$ cat src/rtl/seq_det_ctrl.sv
// rtl/seq_det_ctrl.sv - configurable serial pattern detector with windowed runs
module seq_det_ctrl #(
  parameter int CNT_W = 8,
  parameter int WIN_W = 8
) (
  input  logic             clk,
  input  logic             reset,
  input  logic             cfg_valid,
  input  logic [7:0]       cfg_pattern,
  input  logic [2:0]       cfg_len,
  input  logic [WIN_W-1:0] cfg_window,
  output logic             cfg_ready,
  input  logic             start,
  input  logic             stop,
  input  logic             din,
  input  logic             din_valid,
  output logic             dout,
  output logic [CNT_W-1:0] match_count,
  output logic             busy,
  output logic             done
);

  typedef enum logic [1:0] {S_IDLE, S_RUN, S_DONE} state_t;

  state_t           state_q, state_d;
  logic [7:0]       pat_q, pat_d;
  logic [2:0]       len_q, len_d;
  logic [WIN_W-1:0] win_q, win_d;
  logic [7:0]       hist_q, hist_d;
  logic [WIN_W-1:0] bitcnt_q, bitcnt_d;
  logic [3:0]       seen_q, seen_d;
  logic             dout_q, dout_d;
  logic [CNT_W-1:0] cnt_q, cnt_d;

  logic [7:0]       hist_shift;
  logic [3:0]       seen_inc;
  logic [WIN_W-1:0] bitcnt_inc;
  logic [3:0]       pat_len;
  logic [7:0]       len_mask;
  logic [CNT_W-1:0] cnt_inc;
  logic             hit;

  // Match is judged on the history including the bit being consumed now.
  assign hist_shift = {hist_q[6:0], din};
  assign seen_inc   = (seen_q == 4'd8) ? seen_q : seen_q + 4'd1;
  assign bitcnt_inc = bitcnt_q + 1'b1;
  assign pat_len    = {1'b0, len_q} + 4'd1;
  assign len_mask   = 8'hFF >> (3'd7 - len_q);
  assign cnt_inc    = (cnt_q == '1) ? cnt_q : cnt_q + 1'b1;
  assign hit        = (((hist_shift ^ pat_q) & len_mask) == 8'h00) && (seen_inc >= pat_len);

  always_ff @(posedge clk or negedge reset) begin
    if (!reset) begin
      state_q  <= S_IDLE;
      pat_q    <= 8'h09;
      len_q    <= 3'd3;
      win_q    <= '0;
      hist_q   <= 8'h00;
      bitcnt_q <= '0;
      seen_q   <= 4'd0;
      dout_q   <= 1'b0;
      cnt_q    <= '0;
    end else begin
      state_q  <= state_d;
      pat_q    <= pat_d;
      len_q    <= len_d;
      win_q    <= win_d;
      hist_q   <= hist_d;
      bitcnt_q <= bitcnt_d;
      seen_q   <= seen_d;
      dout_q   <= dout_d;
      cnt_q    <= cnt_d;
    end
  end

  always_comb begin
    state_d  = state_q;
    pat_d    = pat_q;
    len_d    = len_q;
    win_d    = win_q;
    hist_d   = hist_q;
    bitcnt_d = bitcnt_q;
    seen_d   = seen_q;
    dout_d   = 1'b0;
    cnt_d    = cnt_q;
    case (state_q)
      S_IDLE: begin
        if (cfg_valid) begin
          pat_d = cfg_pattern;
          len_d = cfg_len;
          win_d = cfg_window;
        end
        if (start) begin
          state_d  = S_RUN;
          hist_d   = 8'h00;
          bitcnt_d = '0;
          seen_d   = 4'd0;
          cnt_d    = '0;
        end
      end
      S_RUN: begin
        if (stop) begin
          state_d = S_IDLE;
        end else if (din_valid) begin
          hist_d   = hist_shift;
          seen_d   = seen_inc;
          bitcnt_d = bitcnt_inc;
          dout_d   = hit;
          if (hit) cnt_d = cnt_inc;
          if ((win_q != '0) && (bitcnt_inc == win_q)) state_d = S_DONE;
        end
      end
      S_DONE:  state_d = S_IDLE;
      default: state_d = S_IDLE;
    endcase
  end

  assign cfg_ready   = (state_q == S_IDLE);
  assign busy        = (state_q == S_RUN);
  assign done        = (state_q == S_DONE);
  assign dout        = dout_q;
  assign match_count = cnt_q;

endmodule

$ cat config.mk
export PLATFORM = sky130hd
export DESIGN_NAME = seq_det_ctrl
export DESIGN_NICKNAME = d
export VERILOG_FILES = /design/src/rtl/seq_det_ctrl.sv
export SDC_FILE = /design/constraint.sdc
export NUM_CORES = 1
export LEC_CHECK = 0
export BUFFER_PORTS_ARGS = -buffer_cell sky130_fd_sc_hd__buf_2
export CAP_MARGIN = 20
export CORE_MARGIN = 10
export CORE_UTILIZATION = 57
export CTS_CLUSTER_DIAMETER = 30
export DETAILED_ROUTE_END_ITERATION = 12
export PLACE_DENSITY = 0.79
export SLEW_MARGIN = 10
export SYNTH_ARGS = -nofsm -noshare
export SYNTH_HDL_FRONTEND = slang
export SYNTH_SLANG_ARGS = --single-unit
export TNS_END_PERCENT = 50
$ cat constraint.sdc
create_clock -name clk -period 3 [get_ports clk]
set_input_delay 0.3 -clock clk [delete_from_list [all_inputs] [get_ports clk]]
set_output_delay 0.3 -clock clk [all_outputs]
set_load 0.01 [all_outputs]
Word-level counts from Yosys, hierarchy flattened:

Index checks and enable logic that the tools add are counted.

* register bits: 49
* bits in latches: 0
* RAM bits: 0
* bits in read-only memories: 0
* logic and storage cells: 65
* memories: 0

* $add $sub $neg: 5
* $mul: 0
* div/mod/pow operators: 0
* order comparisons: 1
* eq/ne operators: 12
* shifts and indexed selects: 1
* mux-type cells: 25
* bitwise operators: 2
* reductions and logical operators: 10

Operator list (number)
* $mux 8: 7
* $pmux 8 s2: 2
* $add 8x1->8 const B: 2
* $mux 4: 4
* $mux 7: 2
* $pmux 7 s2: 1
* $and 8x8->8: 1
* $eq 8x8->1: 1
* $eq 8x8->1 const B: 1
* $logic_not 8->1: 1
* $mux 2: 4
* $pmux 4 s2: 1
* $reduce_bool 8->1: 1
* $shr 8x3->8 const A: 1
* $xor 8x8->8: 1
* $ne 2x2->1 const B: 3
* $reduce_and 6->1: 1
* $add 3x1->4 const B: 1
* $add 4x1->4 const B: 1
* $eq 4x4->1 const B: 1
* $ge 4x4->1: 1
* $ne 2x1->1 const B: 2
* $pmux 2 s2: 1
* $reduce_and 4->1: 1
* other kinds (11): 14

Longest topological paths before layout:

Gate-level depths: netlist of run 1.

* word-level depth: 9
* gate-level depth with buffers: 13
* mapped depth without buffers: 12

Worst setup path after synthesis of run 1:

No wires, ideal clock.

* path type: reg2reg
* from: register len_q[1]
* to: register cnt_q[3] (netlist: match_count[3])
* arrival: 2.419 ns
* required time: 2.922 ns
* slack: 0.504 ns
* cell stages (with the launch flop): 13
* clock period less this slack: 2.496 ns
* cell sequence: dfstp_2 ha_1 inv_1 ha_1 inv_1 ha_1 o21a_1 nor2_1 a211oi_1 nand3_2 buf_6 or3_1 a21oi_1

* cells in the longest elaborated chain, start to end: 7
* elaborated cells on any way between the ends: 9
* those cells by class: add/sub (2); order compare (1); eq/ne (1); shift (1); bitwise (1); reduce/logical (3)

Ends and longest elaborated chain
* from (decl): RTL line 27 `logic [2:0] len_q, len_d;`
* from (signal assigned): RTL line 66 `len_q <= len_d;`
* $sub 3x3->3: RTL line 48 `assign len_mask = 8'hFF >> (3'd7 - len_q);`
* $shr 8x3->8: RTL line 48
* $and 8x8->8: RTL line 50 `assign hit = (((hist_shift ^ pat_q) & len_mask) == 8'h00) && (seen_inc >= pat_len);`
* $logic_not 8->1: RTL line 50
* $logic_and 1x1->1 *: RTL line 50
* $ne 2x1->1 (no source line) *
* $reduce_and 6->1 (no source line) *
* to (signal assigned): RTL line 72 `cnt_q <= cnt_d;`
* to (decl): RTL line 33 `logic [CNT_W-1:0] cnt_q, cnt_d;`

Mark *: on every way between the ends. The rest lies on a longest branch, timed or not.
A chain may end at the register's enable or synchronous reset.

Worst setup path after layout of run 1:

* from: register len_q[1]
* to: register cnt_q[5] (netlist: match_count[5])

The elaborated chain is that of the path after synthesis.

==> metrics, run 1 <==
status complete, no violations; startpoint types register; largest net degree at the start of global routing 50; Post-DP HPWL 3.938 mm; # nets final 330; Setup TNS Final 0 ns; min Tclk post-route 2.806 ns; via-per-instance ratio 5.812; power density over the cells 573.9 nW/um^2; fill count 362; FF-to-FF setup slack 0.19 ns; actual slew at the worst max-slew pin 0.4438 ns; Max FO, Critical Path 11; area growth from synthesis to layout 14.26%; Main synth FF type dfrtp_1; io pins 38; VDD IR max 0.0003618 V; worst hold stages 3; Yosys cell types 50; Worst-path clk slew 0.09 ns; R2R Path Start len_q[1]; die width 88.41 microns; post-synthesis sequential area ratio 46.15%; RSZ-0062 raised after global routing false; area of the multi-input gates 1341 sq um; root buf cell clkbuf_8; GPL Wtd Cong 0.8184; clock tree sinks 49; Mapped Avg Cell Area 10.54 sq um; vias in the first global route 1992; commonest cells after routing, fill and taps aside 45 x dfrtp_1, 37 x buf_2, 19 x o21ai_0, 18 x nand2_1, 17 x mux2_2; number of synthesized flops with an enable pin 0; die area 7816 sq um; yosys synthesis warning count 0; commonest non-fill, non-tap cell in the layout dfrtp_1; leakage power 1.353 nW; drt first pass iters 4; initial DRC count 87; Max-cap violations 0; GRT Total Usage 14.52%; Final Core Density 68.58%; DR WL/cell 15.37 microns; Mapped Area 2668 sq um; hold_sp cfg_len[2]; fraction of registers with async set or reset after synthesis 100.0%; Slew headroom 70.30%; clk buf depth 2; antenna cells 0; Worst EP arrival 3.03 ns; post-route ant nets 0; Tot Pwr 1.749 mW; Num CTS Buffers 5; fin. max-slew vios 0; post-synthesis cell count 253; Worst Hold Endpoint len_q[2]; routed via count 2005; Starting Density 60.02%; Seq cells post-synth 49; remaining routing DRC violations 0; Worst EP required 3.22 ns; first-pass GRT wire length 9.045 mm; WHS 0.2045 ns; Cell Rows 24; PostCTS Resize Cnt 0; Sequential Area 1231 sq um; CTS tree built; fin crit share 93.55%; Clock Skew 0.009064 ns; Port Buffers 37; RR Endpoint match_count[5]; critical path class reg -> reg; FMAX 356.3 MHz; die height 88.41 microns; Final setup viols 0; drt total wl 5.303 mm; initial antenna violation count 0; FF-to-FF path depth 11; remaining global-route overflow 0; Hold Path Class in -> reg; fraction of layout cells with a size suffix above 1 28.33%; htree depth 2; Final Hold Viols 0; core region area 4444 sq um; Skew-Pair Late Insertion Delay 0.31 ns; Critical Path Sink Type register; Mapped Nets 291
-- worst max-delay path by stage --
stage / startpoint / to
4_1_cts: len_q[1] / match_count[5]
2_1_floorplan: len_q[1] / match_count[3]
3_3_place_gp: len_q[1] / match_count[5]
6_report: len_q[1] / match_count[5]
5_1_grt: len_q[1] / match_count[5]
3_5_place_dp: len_q[1] / match_count[5]
-- final cells by class --
class | instances | share of cell area (%)
Inverter | 10 | 1.232
Tap cell | 52 | 2.135
Clock inverter | 2 | 1.232
Clock buffer | 6 | 2.709
Multi-Input combinational cell | 182 | 44.01
Timing Repair Buffer | 44 | 8.292
Sequential cell | 49 | 40.39
-- what timing repair did --
action	4_1_cts	5_1_grt
hold buffers	0	1
hold endpoints to repair	0	15
endpoints found under the setup margin	0	1
setup buffers	0	2
-- state kept, by name, indices dropped and copies added, names as in the netlist --
register,flops
dout,1
pat_q,8
win_q,8
state_q,2
match_count,8
hist_q,7
seen_q,4
bitcnt_q,8
len_q,3
-- synthesized netlist by cell type (2+ instances only) --
| master | n | share of area [%] |
|---|---|---|
| nor3_1 | 2 | 0.38 |
| ha_1 | 12 | 5.6 |
| nand3_1 | 13 | 2.4 |
| xnor2_1 | 13 | 4.3 |
| nor2_1 | 12 | 1.7 |
| nor2b_1 | 3 | 0.70 |
| nand3_2 | 2 | 0.75 |
| xnor2_2 | 2 | 1.2 |
| or3_1 | 3 | 0.70 |
| buf_2 | 3 | 0.56 |
| or4_1 | 5 | 1.4 |
| and3_1 | 2 | 0.47 |
| dfstp_2 | 4 | 3.9 |
| a31oi_1 | 2 | 0.47 |
| nand2b_1 | 2 | 0.47 |
| o31ai_1 | 6 | 1.7 |
| a22o_1 | 8 | 2.6 |
| and2_1 | 3 | 0.70 |
| nand4_1 | 4 | 0.94 |
| mux2_2 | 17 | 7.2 |
| dfrtp_1 | 45 | 42 |
| a211oi_1 | 3 | 0.84 |
| clkbuf_1 | 6 | 0.84 |
| inv_1 | 10 | 1.4 |
| o22ai_1 | 2 | 0.47 |
| xor2_1 | 4 | 1.3 |
| a21oi_1 | 6 | 1.1 |
| o21ai_0 | 19 | 3.6 |
| nand2_1 | 18 | 2.5 |
| a22o_2 | 2 | 0.75 |
-- layer usage --
metal / GRT usage [%] / wire length, microns / share of wire, %
met5: 0 / 0 / 0
met1: 18.30 / 2505 / 47
met4: 5.286 / 76 / 1.4
met3: 4.504 / 336 / 6.3
met2: 22.97 / 2385 / 45
-- logic make-up (layout without fill, tap and decap cells) --
logic type,count (synthesis),after routing,share of synthesized area (%)
xor gates and xnor gates,19,19,6.801
and+or+nand+nor,77,77,16.23
AOI/OAI and AO/OA,56,56,14.07
muxes,18,18,7.551
adders and majority gates,12,12,5.628
DFF,49,49,46.15
buffers and inverters,22,62,3.564
-- power by group --
| group | leakage, nW | switching (mW) | internal, mW |
|---|---|---|---|
| Sequential | 0.632 | 0.0817 | 0.747 |
| Combinational | 0.664 | 0.214 | 0.213 |
| Clock | 0.0574 | 0.221 | 0.271 |
-- through the flow --
| step | area, sq um | worst slack, ns | std cells |
|---|---|---|---|
| floorplan | 2668 | 0.5038 | 253 |
| global placement | 2883 | 0.3390 | 333 |
| detailed placement | 2883 | 0.1908 | 333 |
| CTS | 3003 | 0.1573 | 341 |
| global route | 3048 | 0.02303 | 345 |
| finish | 3048 | 0.1935 | 345 |
-- critical path, cell delays in order, from the launching register on --
cell and delay (ns):
dfstp_2 0.59, ha_1 0.19, inv_1 0.05, ha_1 0.26, inv_1 0.04, ha_1 0.27, o21a_1 0.11, nor2_1 0.05
a211oi_1 0.32, nand3_2 0.24, or4_1 0.44, a21oi_1 0.17
Note: power is estimated with default switching activity, not from simulation.
==> run 2: changes to the inputs <==
CORE_UTILIZATION = 30   (was 57)
PLACE_DENSITY = not set   (was 0.79)
RECOVER_POWER = 100   (was not set)
REMOVE_ABC_BUFFERS = 1   (was not set)
==> metrics, run 2 (synthesis results as in run 1) <==
Final Core Density 34.96% (-34 points); Slew headroom 19.06% (-51 points); Worst EP arrival 2.95 ns (-0.08 ns); Worst EP required 3.23 ns (about the same); PostCTS Resize Cnt 0 (unchanged); worst path cell trace ha_1 > inv_1 > ha_1 > inv_1 > ha_1 > o21a_1 > nor2_1 > a211oi_1 > nand3_2 > buf_4 > or4_1 > a21oi_1; Critical-path top delay cell dfstp_2; Post-DP HPWL 4.196 mm (+6.5%); fin crit share 90.61% (-2.9 points); Top cell by count, worst path ha_1; Starting Density 30.74% (-29 points); Buf/Inv on CP 3 (+1); worst hold stages 3 (unchanged); # nets final 329 (-0.30%); drt total wl 5.715 mm (+7.8%); VDD IR max 0.0002868 V (-21%); Final Worst Setup Slack 0.2818 ns (+0.08824 ns); power density over the cells 549.6 nW/um^2 (-4.2%); post-route ant nets 0 (unchanged); cell family with most CP delay adder cells; fill count 917 (+150%); core region area 8678 sq um (+95%); Clock Skew 0.01043 ns (+0.001363 ns); Setup TNS Final 0 ns (unchanged); die height 114.3 microns (+29%); Skew-Pair Late Insertion Delay 0.30 ns (about the same); sw power 524.5 uW (+1.4%); CTS tree built; R2R Path Start len_q[1]; DR WL/cell 14.29 microns (-7.0%); Num CTS Buffers 5 (unchanged); initial DRC count 100 (+15%); die area 13060 sq um (+67%); clk buf depth 2 (unchanged); RR Endpoint match_count[6]; Worst-path clk slew 0.10 ns (about the same); sequential share of power 49.7% (+2.3 points); DP Area 2968 sq um (+3.0%); via-per-instance ratio 5.090 (-12%); io pins 38 (unchanged); htree depth 2 (unchanged); Final setup viols 0 (unchanged); vias in the first global route 2075 (+4.2%); routed via count 2036 (+1.5%); antenna cells 0 (unchanged); clock tree sinks 49 (unchanged); area growth from synthesis to layout 13.74%; root buf cell clkbuf_8; FF-to-FF path depth 12 (+1); internal power 1.143 mW (-7.2%); post-CTS setup buffer count 0 (unchanged); min Tclk post-route 2.718 ns (-0.08824 ns); remaining global-route overflow 0 (unchanged); drt first pass iters 4 (unchanged); largest net degree at the start of global routing 50 (unchanged); commonest non-fill, non-tap cell in the layout dfrtp_1; Final Hold Viols 0 (unchanged); Port Buffers 37 (unchanged); Max FO, Critical Path 14 (+3); FMAX 367.9 MHz (+3.2%); max incr delay on CP 0.57 ns (-0.02 ns); GRT Total Usage 9.390% (-5.1 points); remaining routing DRC violations 0 (unchanged); Cell Rows 34 (+42%); Finished Cell Area 3034 sq um (-0.45%); fin. max-slew vios 0 (unchanged); hold_sp cfg_len[2]; startpoint types register; pre-CTS WS 0.2675 ns (+0.07673 ns); fraction of layout cells with a size suffix above 1 22.60% (-5.7 points); logic gate share of total power 25.2% (+0.8 points); actual slew at the worst max-slew pin 1.214 ns (+0.7703 ns); die width 114.3 microns (+29%); initial antenna violation count 0 (unchanged); Sw Share 31.46% (+1.9 points); commonest cells after routing, fill and taps aside 45 x dfrtp_1, 25 x buf_2, 19 x o21ai_0, 18 x nand2_1, 17 x mux2_2; FF-to-FF setup slack 0.28 ns (+0.09 ns); RSZ-0062 raised after global routing false; Max-cap violations 0 (unchanged); leakage power 1.273 nW (-6.0%); GPL Wtd Cong 0.7678 (-6.2%); CTS Hold Bufs 0 (unchanged); critical path class reg -> reg; status complete, no violations; first-pass GRT wire length 10.21 mm (+13%); Hold Path Class in -> reg; Critical Path Sink Type register; clock share of power 25.1% (-3.1 points); Worst Hold Endpoint len_q[2]
==> run 2: cell types whose count changed in the layout (fill, tap and decap cells not counted), sizes merged <==
cell,delta
buf,-17
inv,+1
clkinvlp,-1
clkbuf,+17
bufinv,-1
dlygate4sd3,-1
clkinv,+1
==> run 2: how the worst max path moves through the flow <==
stage | startpoint | end | slack [ns] | cells after the start
floorplan | len_q[1] | match_count[5] | 0.45 | 11
CTS | len_q[1] | match_count[6] | 0.26 | 11
detailed placement | len_q[1] | match_count[6] | 0.27 | 11
global placement | len_q[1] | match_count[5] | 0.32 | 11
global route | len_q[1] | match_count[7] | 0.07 | 12
finish | len_q[1] | match_count[6] | 0.28 | 12
==> run 2: cell type report <==
type	count	area (sq um)	share of cell area (%)
Clock buffer	6	82.58	2.722
Clock inverter	2	17.52	0.5773
Inverter	10	37.54	1.237
Multi-Input combinational cell	182	1331	43.88
Sequential cell	49	1231	40.58
Tap cell	108	135.1	4.454
Timing Repair Buffer	43	198.9	6.557
==> run 2: per-layer routing <==
| metal | wire length, microns | share of wire [%] | vias up | global-route usage [%] |
|---|---|---|---|---|
| met5 | 0 | 0 | - | 0 |
| met4 | 71 | 1.2 | 0 | 2.840 |
| met3 | 247 | 4.3 | 7 | 2.725 |
| met2 | 2679 | 47 | 33 | 15.30 |
| met1 | 2717 | 48 | 1006 | 11.72 |
| li1 | - | - | 990 | - |
==> run 2: worst register-to-register path, delay by kind of cell, from the launching register on <==
| family | cells | cell delay (ns) |
|---|---|---|
| buffers and inverters | 3 | 0.27 |
| adders and majority gates | 3 | 0.69 |
| DFF | 1 | 0.57 |
| and+or+nand+nor | 3 | 0.57 |
| AOI/OAI and AO/OA | 3 | 0.57 |
==> run 2: stage by stage <==
stage               hold WS [ns]  power [mW]  cells
global route              0.2072       1.804    400
CTS                       0.1190       1.699    399
finish                    0.2042       1.668    400
detailed placement        0.4562       1.273    391
global placement          0.4496       1.256    391
floorplan               0.004409       1.140    241
==> run 2: power groups by stage <==
stage                     registers (mW)  logic (mW)  clock network [mW]
after floorplan                    0.822       0.318                   0
after global placement             0.838       0.418                   0
after CTS                          0.830       0.432               0.437
final                              0.829       0.420               0.419
after global routing               0.845       0.490               0.469
after detailed placement           0.843       0.430                   0
==> run 3: changes to the inputs <==
ABC_AREA = 1   (was not set)
CAP_MARGIN = not set   (was 20)
PLACE_DENSITY_LB_ADDON = 0.1   (was not set)
==> metrics, run 3 <==
# placed instances 471 (+20%); Starting Density 31.17% (+0.43 points); clock tree sinks 49 (unchanged); Setup TNS Final 0 ns (unchanged); Worst EP arrival 2.51 ns (-0.44 ns); GPL Wtd Cong 0.7799 (+1.6%); die width 115.9 microns (+1.4%); io pins 38 (unchanged); drt first pass iters 4 (unchanged); Synth area leader dfrtp_1; fin. max-slew vios 0 (unchanged); Synth area leaders dfrtp_1 41%, nand2_1 10%, inv_1 6.0%; Mapped Area 2758 sq um (+3.4%); remaining routing DRC violations 0 (unchanged); Max FO, Critical Path 10 (-4); most instantiated library cell after synthesis nand2_1; critical path class reg -> reg; core region area 8848 sq um (+2.0%); Sequential Area 1231 sq um (unchanged); power density over the cells 525.1 nW/um^2 (-4.4%); Post-DP HPWL 4.756 mm (+13%); DP Area 3074 sq um (+3.6%); drt total wl 6.447 mm (+13%); Seq cells post-synth 49 (unchanged); Num CTS Buffers 5 (unchanged); fin crit share 75.31% (-15 points); routed via count 2165 (+6.3%); fraction of registers with async set or reset after synthesis 100.0% (unchanged); Critical Path Sink Type register; initial antenna violation count 0 (unchanged); Worst-path clk slew 0.09 ns (about the same); actual slew at the worst max-slew pin 1.192 ns (-0.02179 ns); PostCTS Resize Cnt 0 (unchanged); post-route ant nets 0 (unchanged); area of the multi-input gates 1294 sq um (-2.8%); CTS Hold Bufs 1 (+1); Max-cap violations 0 (unchanged); Clock Skew 0.005178 ns (-0.005250 ns); VDD IR max 0.0001889 V (-34%); antenna cells 0 (unchanged); DR WL/cell 13.43 microns (-6.0%); startpoint types register; Final setup viols 0 (unchanged); Port Buffers 37 (unchanged); Final Hold Viols 0 (unchanged); die area 13430 sq um (+2.8%); fraction of layout cells with a size suffix above 1 13.71% (-8.9 points); fill count 973 (+6.1%); leakage power 1.512 nW (+19%); Main synth FF type dfrtp_1; Synth top area share 40.83% (-1.4 points); Slew headroom 20.51% (+1.5 points); yosys synthesis warning count 0 (unchanged); CTS tree built; initial DRC count 100 (unchanged); post-synthesis sequential area ratio 44.65% (-1.5 points); min Tclk post-route 2.259 ns (-0.4588 ns); commonest cells after routing, fill and taps aside 77 x nand2_1, 45 x dfrtp_1, 44 x inv_1, 34 x nor2_1, 29 x nand3_1; status complete, no violations; die height 115.9 microns (+1.4%); Mapped Avg Cell Area 8.407 sq um (-20%); GRT Total Usage 10.03% (+0.64 points); Worst EP required 3.25 ns (+0.02 ns); # nets final 409 (+24%); Cell Rows 34 (unchanged); first-pass GRT wire length 10.84 mm (+6.1%); Synth top cells by count 75 x nand2_1, 45 x dfrtp_1, 44 x inv_1; number of synthesized flops with an enable pin 0 (unchanged); clk buf depth 2 (unchanged); Tot Pwr 1.628 mW (-2.4%); root buf cell clkbuf_8; htree depth 2 (unchanged); remaining global-route overflow 0 (unchanged); via-per-instance ratio 4.510 (-11%); Finished Cell Area 3100 sq um (+2.2%); Skew-Pair Late Insertion Delay 0.30 ns (about the same); RSZ-0062 raised after global routing false; Yosys cell types 34 (-32%); Hold Path Class in -> reg; post-CTS setup buffer count 0 (unchanged); FMAX 442.6 MHz (+20%); vias in the first global route 2185 (+5.3%); post-synthesis cell count 328 (+30%); area growth from synthesis to layout 12.43%; commonest non-fill, non-tap cell in the layout nand2_1; largest net degree at the start of global routing 27 (-46%); WHS 0.2169 ns (+0.01270 ns); Non-Filler Instances 480 (+20%)
==> run 3: cell types whose count changed in the layout (fill, tap and decap cells not counted), moves of 9 or more <==
cell	previous run	this run
nand3_1	14	29
nand2_1	18	77
o22ai_1	2	11
inv_1	10	44
nor2_1	12	34
xnor2_1	13	4
==> run 3: kinds of logic (layout without fill, tap and decap cells) <==
family          count (synthesis)  count (layout)  share of synthesized area, %
fa+ha+maj                      12              12                         5.445
xor+xnor                       12              12                         4.310
simple gates                  157             157                         26.54
buf+inv                        50              94                         6.941
flops                          49              49                         44.65
compound gates                 36              36                         7.214
mux                            12              12                         4.900
==> run 3: worst max-delay path, cell delays in order (launching register included) <==
cell and delay, ns:
dfrtp_1 0.35, clkinv_1 0.08, nor2_1 0.24, nand2_4 0.09, nor2_1 0.42, nor2_1 0.27
nor2_2 0.18, nand4_4 0.18, nand2_1 0.25, nand2_1 0.08, nand2_1 0.06
==> run 3: layout make-up <==
type                            count  area share, %
Sequential cell                    49          39.71
Inverter                           46          5.569
Multi-Input combinational cell    229          41.73
Timing Repair Buffer               40          6.053
Tap cell                          108          4.358
Clock buffer                        8          2.583
==> run 3: final timing paths <==
kind	startpoint	end	slack, ns	cells past startpoint
max	state_q[0]	match_count[0]	0.74	10
min	cfg_window[0]	win_q[0]	0.22	2
max in group asynchronous	reset	seen_q[0]	0.92	3
min in group asynchronous	reset	pat_q[7]	0.76	2
max reg2reg	state_q[0]	match_count[0]	0.74	10
min reg2reg	hist_q[6]	hist_q[6]	0.52	2
==> run 3: power breakdown <==
group / switching [mW] / leakage [nW] / internal, mW / total [mW]
registers: 0.0699 / 0.626 / 0.747 / 0.817
clock network: 0.223 / 0.0395 / 0.166 / 0.390
logic: 0.246 / 0.846 / 0.175 / 0.421
total: 0.540 / 1.51 / 1.09 / 1.63
==> run 3: stage by stage <==
step | setup WS, ns | utilization, %
after floorplan | 1.041 | -
after global placement | 0.9059 | 34.74
after detailed placement | 0.8679 | 34.74
after CTS | 0.8357 | 35.76
after global routing | 0.4308 | 35.04
final | 0.7406 | 35.04
==> run 3: routing by layer <==
layer / vias up / track usage (%) / wire length (microns)
met5: - / 0 / 0
met4: 0 / 3.003 / 78
met3: 8 / 2.946 / 353
met2: 39 / 14.98 / 2691
met1: 973 / 13.66 / 3324
li1: 1145 / - / -
